[src/rtl/imem_arb_pkg.sv]
// ============================================================================
// Module : imem_arb_pkg
// Brief  : Shared types and constants for the instruction-memory arbiter.
// Rev    : 1.0 - initial release
// ============================================================================
`default_nettype none

package imem_arb_pkg;

  typedef enum logic [1:0] {
    NORMAL = 2'd0,
    FORCE  = 2'd1,
    LOCKED = 2'd2
  } arb_state_t;

  typedef enum logic [1:0] {
    SRC_NONE = 2'd0,
    SRC_IF   = 2'd1,
    SRC_LD   = 2'd2
  } rsp_src_t;

  localparam int WORD_BYTES = 4;

endpackage

`default_nettype wire

[src/rtl/arb_fair_counter.sv]
// ============================================================================
// Module : arb_fair_counter
// Brief  : Saturating count of fetch grants won while the loader waits.
// Rev    : 1.0 - initial release
// ============================================================================
`default_nettype none

module arb_fair_counter #(
  parameter int FAIR_LIMIT = 4
) (
  input  logic clk,
  input  logic rst_n,
  input  logic inc,
  input  logic clr,
  output logic term
);

  logic [3:0] r_cnt;

  always_ff @(posedge clk) begin
    if (!rst_n) begin
      r_cnt <= 4'd0;
    end else if (clr) begin
      r_cnt <= 4'd0;
    end else if (inc && (r_cnt != 4'hF)) begin
      r_cnt <= r_cnt + 4'd1;
    end
  end

  // Terminal count: the grant made at this value is the last one fetch gets.
  assign term = (r_cnt == 4'(FAIR_LIMIT - 1));

endmodule

`default_nettype wire

[src/rtl/imem_arbiter.sv]
// ============================================================================
// Module : imem_arbiter
// Brief  : Fetch/loader arbiter for the single-port instruction memory.
//          Optional address checking enabled by IMEM_ARB_ADDR_CHECK_EN.
// Rev    : 1.0 - initial release
// ============================================================================
`default_nettype none

module imem_arbiter
  import imem_arb_pkg::*;
#(
  parameter int DEPTH_WORDS = 64,
  parameter int FAIR_LIMIT  = 4,
  localparam int AW         = $clog2(DEPTH_WORDS)
) (
  input  logic          clk,
  input  logic          rst_n,
  input  logic          if_req_valid,
  input  logic [31:0]   if_req_addr,
  output logic          if_req_ready,
  output logic          if_rsp_valid,
  output logic [31:0]   if_rsp_data,
  output logic          if_rsp_err,
  input  logic          ld_req_valid,
  input  logic          ld_req_we,
  input  logic [31:0]   ld_req_addr,
  input  logic [31:0]   ld_req_wdata,
  input  logic          ld_lock,
  output logic          ld_req_ready,
  output logic          ld_rsp_valid,
  output logic [31:0]   ld_rsp_data,
  output logic          ld_rsp_err,
  output logic          mem_en,
  output logic          mem_we,
  output logic [AW-1:0] mem_addr,
  output logic [31:0]   mem_wdata,
  input  logic [31:0]   mem_rdata
);

  arb_state_t  r_state, w_state_nxt;
  rsp_src_t    r_src;
  logic        r_we, r_err, r_live;
  logic        w_en, w_gnt_if, w_gnt_ld, w_gnt, w_bad, w_term;
  logic [31:0] w_sel_addr;
  logic        w_unused_bits;

  // r_live keeps every output quiet for the first cycle after reset release.
  assign w_en = rst_n & r_live;

  always_comb begin
    w_gnt_if = 1'b0;
    w_gnt_ld = 1'b0;
    if (w_en) begin
      case (r_state)
        NORMAL: begin
          w_gnt_if = if_req_valid;
          w_gnt_ld = !if_req_valid && ld_req_valid;
        end
        FORCE: begin
          w_gnt_ld = ld_req_valid;
          w_gnt_if = !ld_req_valid && if_req_valid;
        end
        LOCKED:  w_gnt_ld = ld_req_valid;
        default: ;
      endcase
    end
  end

  always_comb begin
    w_state_nxt = r_state;
    if (ld_lock) begin
      w_state_nxt = LOCKED;
    end else begin
      case (r_state)
        NORMAL:  if (w_gnt_if && ld_req_valid && w_term) w_state_nxt = FORCE;
        FORCE:   w_state_nxt = NORMAL;
        LOCKED:  w_state_nxt = NORMAL;
        default: w_state_nxt = NORMAL;
      endcase
    end
  end

  arb_fair_counter #(
    .FAIR_LIMIT (FAIR_LIMIT)
  ) u_fair_counter (
    .clk   (clk),
    .rst_n (rst_n),
    .inc   (w_gnt_if & ld_req_valid),
    .clr   (w_gnt_ld | ~ld_req_valid),
    .term  (w_term)
  );

  assign w_gnt      = w_gnt_if | w_gnt_ld;
  assign w_sel_addr = w_gnt_ld ? ld_req_addr : if_req_addr;

`ifdef IMEM_ARB_ADDR_CHECK_EN
  assign w_bad = w_gnt && ((w_sel_addr[1:0] != 2'b00) ||
                           (w_sel_addr >= 32'(DEPTH_WORDS * WORD_BYTES)));
`else
  assign w_bad = 1'b0;
`endif

  // Upper/lower address bits are intentionally dropped when wrapping.
  assign w_unused_bits = ^{if_req_addr, ld_req_addr};

  assign if_req_ready = w_gnt_if;
  assign ld_req_ready = w_gnt_ld;
  assign mem_en       = w_gnt & ~w_bad;
  assign mem_we       = w_gnt_ld & ld_req_we & ~w_bad;
  assign mem_addr     = w_gnt ? w_sel_addr[AW+1:2] : '0;
  assign mem_wdata    = mem_we ? ld_req_wdata : 32'd0;

  always_ff @(posedge clk) begin
    if (!rst_n) begin
      r_state <= NORMAL;
      r_src   <= SRC_NONE;
      r_we    <= 1'b0;
      r_err   <= 1'b0;
      r_live  <= 1'b0;
    end else begin
      r_state <= w_state_nxt;
      r_src   <= w_gnt_if ? SRC_IF : (w_gnt_ld ? SRC_LD : SRC_NONE);
      r_we    <= w_gnt_ld & ld_req_we;
      r_err   <= w_bad;
      r_live  <= 1'b1;
    end
  end

  // Gating with rst_n drops a response whose slot coincides with reset.
  assign if_rsp_valid = rst_n && (r_src == SRC_IF);
  assign ld_rsp_valid = rst_n && (r_src == SRC_LD);
  assign if_rsp_err   = if_rsp_valid & r_err;
  assign ld_rsp_err   = ld_rsp_valid & r_err;
  assign if_rsp_data  = (if_rsp_valid && !r_err) ? mem_rdata : 32'd0;
  assign ld_rsp_data  = (ld_rsp_valid && !r_err && !r_we) ? mem_rdata : 32'd0;

endmodule

`default_nettype wire

[config.mk]
export PLATFORM = sky130hd
export DESIGN_NAME = imem_arbiter
export DESIGN_NICKNAME = d
export VERILOG_FILES = /design/src/rtl/imem_arb_pkg.sv /design/src/rtl/arb_fair_counter.sv /design/src/rtl/imem_arbiter.sv
export SDC_FILE = /design/constraint.sdc
export NUM_CORES = 1
export LEC_CHECK = 0
export BUFFER_PORTS_ARGS = -buffer_cell sky130_fd_sc_hd__clkbuf_2
export CAP_MARGIN = 5
export CORE_AREA = 10 10 87 89
export DETAILED_ROUTE_END_ITERATION = 8
export DIE_AREA = 0 0 97 99
export PLACE_DENSITY_LB_ADDON = 0.1
export SYNTH_ARGS = -nofsm -noshare
export SYNTH_HDL_FRONTEND = slang
export SYNTH_SLANG_ARGS = --single-unit
export TNS_END_PERCENT = 100
[constraint.sdc]
create_clock -name clk -period 3.02 [get_ports clk]
set_input_delay 0.604 -clock clk [delete_from_list [all_inputs] [get_ports clk]]
set_output_delay 0.604 -clock clk [all_outputs]
set_load 0.02 [all_outputs]
# After elaboration in Yosys (flattened, before gate mapping)
# Cells that the tools add are included.
dict set report totals {
  register_bits 10
  latchBits 0
  mem_bits_rw 0
  romBits 0
  output_inout_bits 110
  elab_cells 54
  mem_count 0
}
dict set report op_classes {
  addsub 1
  multipliers 0
  div 0
  magnitude_cmp 0
  n_eq_ne 7
  n_shift 0
  n_mux 15
  bitwise 8
  n_reduce_logical 16
}
# operator count
set ops {}
lappend ops {{32-bit two-way mux} 3}
lappend ops {{1-bit logical AND} 8}
lappend ops {{2-bit two-way mux} 4}
lappend ops {{8-bit two-way mux} 1}
lappend ops {{6-bit two-way mux} 1}
lappend ops {{2-bit OR reduction} 3}
lappend ops {{4-bit by 1-bit adder with 4-bit output, second input constant} 1}
lappend ops {{2-bit by 1-bit equality test with 1-bit output, second input constant} 2}
lappend ops {{2-bit equality test, second input constant} 2}
lappend ops {{4-bit by 2-bit equality test with 1-bit output, second input constant} 1}
lappend ops {{1-bit two-way mux} 4}
lappend ops {{4-bit inequality test, second input constant} 1}
lappend ops {{1-bit case mux with 2 select lines} 2}
lappend ops {{1-bit AND} 3}
lappend ops {{1-bit zero test} 3}
lappend ops {{3-bit inequality test, second input constant} 1}
lappend ops {{1-bit inverter} 3}
lappend ops {{3-bit OR reduction} 1}
lappend ops {{2-bit zero test} 1}
lappend ops {{1-bit bitwise OR} 2}

# Logic depth before layout (Yosys ltp)
dict set report logic_depth {
  depth_word 9
  depth_mapped 6
  ltp_nobuf 6
}

# Hierarchy
# Synthesis repeated with hierarchy kept, for this count alone.
dict set report unflattened {
  hier_cells 180
  hier_area_um2 1320.0
}
# mod instances cells_per_inst area_per_inst_um2 seq_area_each_um2
set modules_own_cells {}
lappend modules_own_cells {imem_arbiter 1 158 1122.3 120.1}
lappend modules_own_cells {arb_fair_counter 1 22 197.7 80.1}

# Least setup slack after synthesis
# No wires, ideal clock.
dict set report synth_path {
  path_type {input to output}
  startpoint {input rst_n}
  endpoint {output ld_rsp_data[10]}
  t_arrival_ns 1.664
  setup_slack_ns 0.752
  stages 5
  path_buffers 2
  cell_sequence {buf_4 > and3b_1 > and2b_1 > clkbuf_1 > and2_1}
}
dict set report synth_between {
  elab_chain_len 3
}
# item line_no
set synth_rtl {}
lappend synth_rtl {{start: declaration} imem_arbiter.sv:17} ;# input logic rst_n,
lappend synth_rtl {{1-bit logical AND} imem_arbiter.sv:131} ;# assign ld_rsp_valid = rst_n && (r_src == SRC_LD);
lappend synth_rtl {{via ld_rsp_valid} imem_arbiter.sv:30} ;# output logic ld_rsp_valid,
lappend synth_rtl {{1-bit logical AND} imem_arbiter.sv:135} ;# assign ld_rsp_data = (ld_rsp_valid && !r_err && !r_we) ? mem_rdata : 32'd0;
lappend synth_rtl {{32-bit two-way mux} imem_arbiter.sv:135}
lappend synth_rtl {{end: declaration} imem_arbiter.sv:31} ;# output logic [31:0] ld_rsp_data,
# The timed path passes the listed nets, and every way through them passes these cells.

# Final worst setup path
dict set report layout_path {
  startpoint {register r_state[1]}
  endpoint {output mem_wdata[28]}
}
dict set report layout_between {
  elab_chain_len 6
  elab_cells_between_ends 8
  classes_between {2 x eq/ne; 3 x mux; 1 x bitwise; 2 x reduce/logical}
}
# item line_no
set layout_rtl {}
lappend layout_rtl {{start: declaration} imem_arbiter.sv:40} ;# arb_state_t r_state, w_state_nxt;
lappend layout_rtl {{start signal: assignment} imem_arbiter.sv:121} ;# r_state <= w_state_nxt;
lappend layout_rtl {{2-bit equality test or 2-bit by 1-bit equality test with 1-bit output (tied branches)} imem_arbiter.sv:54} ;# case (r_state)
lappend layout_rtl {{2-bit OR reduction (no line)} -}
lappend layout_rtl {{1-bit case mux with 2 select lines *} imem_arbiter.sv:54}
lappend layout_rtl {{1-bit two-way mux *} imem_arbiter.sv:53} ;# if (w_en) begin
lappend layout_rtl {{1-bit AND *} imem_arbiter.sv:109} ;# assign mem_we = w_gnt_ld & ld_req_we & ~w_bad;
lappend layout_rtl {{32-bit two-way mux *} imem_arbiter.sv:111} ;# assign mem_wdata = mem_we ? ld_req_wdata : 32'd0;
lappend layout_rtl {{end: declaration} imem_arbiter.sv:36} ;# output logic [31:0] mem_wdata,
# Mark *: on every way between the ends. The rest lies on a longest branch, timed or not.

==> key figures <==
STA
  – Final period utilization: 0.864
  – Min Tclk post-route: 2610 ps
  – Final count of hold timing violations: 0
  – Clock skew: 3.36 ps
  – Max-slew violation count: 0
  – TNS Setup: 0 ps
  – Fmax: 383 MHz
  – Final setup viols: 0
  – RSZ-0062 raised after global routing: false

Synth
  – Synth area leaders: and2_1, and3_1, dfxtp_1, a22o_1, ha_1
  – Count leader, synth: and2_1
  – Post-Synthesis Cell Area: 0.00126 mm^2
  – Synthesized flop and latch total: 10
  – Post-synth top cells: and2_1, and3_1, dfxtp_1, clkbuf_1, a22o_1
  – Leading area contributor after synthesis: and2_1
  – Main synth FF type: dfxtp_1
  – Syn. warnings: 0
  – Syn Area/Cell: 7.14 um^2
  – Async set-reset flop share out of synthesis: 0
  – Count of cell types in the netlist: 34
  – Mapped Cells: 176
  – Yosys top cell area share: 0.333
  – Sequential share of the synthesized area: 0.159
  – Post-synth EDFFs: 0

Critical path
  – CP Cell Sequence: inv_1 -> ha_1 -> nand2b_1 -> a21oi_4 -> buf_12 -> and3_1 -> clkbuf_2
  – Crit. Startpoint: r_state[1]$_SDFFE_PN0P_
  – Crit path buf inv count: 3
  – Delay-heaviest family, CP: buffers and inverters
  – Worst setup SP type: flip-flop
  – Setup crit end kind: output port
  – Crit path depth: 7
  – CP max stage cell: dfxtp_1
  – WP data required: 2420 ps
  – Critical path class: flip-flop to output port
  – Reg-to-Reg Start: r_state[1]$_SDFFE_PN0P_
  – CP max stage delay: 330 ps
  – Crit-path max FO: 36
  – Crit path arrival time: 2000 ps
  – Worst Reg-to-Reg Cells: 7

Placement
  – Placed instance area: 0.00227 mm^2
  – GP Congestion: 0.775
  – Detailed placer's ending HPWL: 5780 um
  – PortBufs: 189

Cells and area
  – Area growth, synth to finish: 83.6%
  – Diode count: 0
  – Nets: 497
  – Post-route cell area: 0.00231 mm^2
  – Fraction of layout cells with a size suffix above 1: 0.560

Route
  – Drt drc: 0
  – First drt pass iteration count: 4
  – Routed vias: 1855
  – Initial DRC count: 48
  – Antenna Nets Post-Route: 0
  – Total wire length: 6480 um
  – Routed length per instance: 15.0 um
  – Via-to-Cell Ratio: 4.29

Job
  – Max-cap violation count: 0

Power and ir drop
  – Internal: 295 uW
  – Pleak: 1.53 nW
  – Worst VDD drop: 101 uV
  – Clk network pwr share: 0.311
  – Seq pwr share: 0.318
  – Sw Ratio: 0.320
  – Switch Pwr: 138 uW
  – Logic pwr share: 0.370
  – Pwr dens: 188 mW/mm^2

Global route
  – Vias in the first global route: 1923
  – GR Util met3: 0.0698
  – Pin count of the biggest net entering global routing: 37
  – Grt ovf: 0
  – GRT Util Overall: 0.125
  – GRT busiest layer: met2
  – Grt met2 use: 0.204
  – GR met1 Demand/Resource: 0.141
  – Antenna violations before repair: 0
  – First-pass GRT wire length: 10300 um

Hold path
  – WHS Path Cells: 2
  – Hold Startpoint: r_state[1]$_SDFFE_PN0P_
  – Worst Hold Class: flip-flop to flip-flop

Status
  – Status: finished, final reports clean

Clock network
  – Post-CTS setup buffer count: 0
  – Htree depth: 1
  – Root buffer cell: clkbuf_8
  – Clk slew on worst S/H paths: 50 ps
  – Clock sinks: 10
  – Cts bufs inserted: 3
  – Deepest clock path buffer count: 2
  – Post-cts resize count: 0
  – CTS Hold Buffers Added: 0
  – Worst skew pair latency: 230 ps
  – TritonCTS clock tree: done

Floorplan
  – Ports: 244
  – Row count: 28
  – Chip height: 99 um
  – Core area: 0.00585 mm^2
  – Die ar.: 0.00960 mm^2
  – Starting Density: 0.215
  – Die Wd: 97 um
## flip-flops by register name (all words and copies together), names as in the netlist
register / cells
u_fair_counter.r_cnt: 4
r_src: 2
r_state: 2
r_live: 1
r_we: 1
## final timing paths
| check | to | slack [ps] |
|---|---|---|
| max | mem_wdata[28] | 410 |
| min | r_state[1]$_SDFFE_PN0P_ | 510 |
| max reg2reg | u_fair_counter.r_cnt[1]$_SDFFE_PP0P_ | 1220 |
| min reg2reg | r_state[1]$_SDFFE_PN0P_ | 510 |
## layout by cell type (no fill, tap or decap), types with 2 or more instances in the layout
cell / n
clkbuf_2: 189
inv_1: 5
and3_1: 32
nand2b_1: 2
o21ai_0: 2
clkbuf_8: 3
dfxtp_1: 10
nor2_1: 5
buf_4: 3
a22o_1: 6
ha_1: 4
and2_1: 67
nand2_1: 3
nand3_1: 4
conb_1: 2
## power by group through the flow
stage | Combinational (mW) | Sequential, mW | Clock [mW]
after global routing | 0.179 | 0.138 | 0.145
final | 0.160 | 0.138 | 0.135
after CTS | 0.163 | 0.138 | 0.140
after floorplan | 0.0788 | 0.140 | 0
after global placement | 0.162 | 0.140 | 0
after detailed placement | 0.163 | 0.140 | 0
## routing by layer
metal / wire length (um) / vias up
li1: - / 943
met2: 2880 / 149
met4: 36 / 0
met1: 2570 / 759
met5: 0 / -
met3: 995 / 4
## cell families (layout without fill, tap and decap cells)
logic type | count (synthesis) | count (layout) | share of synthesized area
simple gates | 124 | 124 | 0.620
flops | 10 | 10 | 0.159
fa+ha+maj | 4 | 4 | 0.0398
compound gates | 14 | 14 | 0.0876
buf+inv | 21 | 201 | 0.0756
xor+xnor | 1 | 1 | 0.00697
other cells | 1 | 2 | 0.00298
mux | 1 | 1 | 0.00796
## layout make-up
class                   count  area [um^2]
well taps                  75         93.8
clock buffers               3         41.3
fillers                   650         3540
flip-flops and latches     10          200
inverters                   5         18.8
multi-input cells         146          966
repair buffers            193          988
## worst register-to-register path, delay by kind of cell (launching register included)
family	cells	cell delay (ps)
and+or+nand+nor	3	430
AOI/OAI and AO/OA	1	330
adders and majority gates	1	320
buffers and inverters	2	290
DFF	1	330
## metrics by stage
stage / utilization / power, mW / hold slack [ps] / setup slack, ps / std cells
finish: 0.395 / 0.433 / 511 / 412 / 432
global route: 0.395 / 0.462 / 524 / 227 / 432
CTS: 0.395 / 0.441 / 508 / 386 / 432
detailed placement: 0.388 / 0.303 / 506 / 569 / 429
global placement: 0.388 / 0.302 / 497 / 570 / 429
floorplan: - / 0.218 / 464 / 752 / 177
Power figures use the tool's default switching activity.
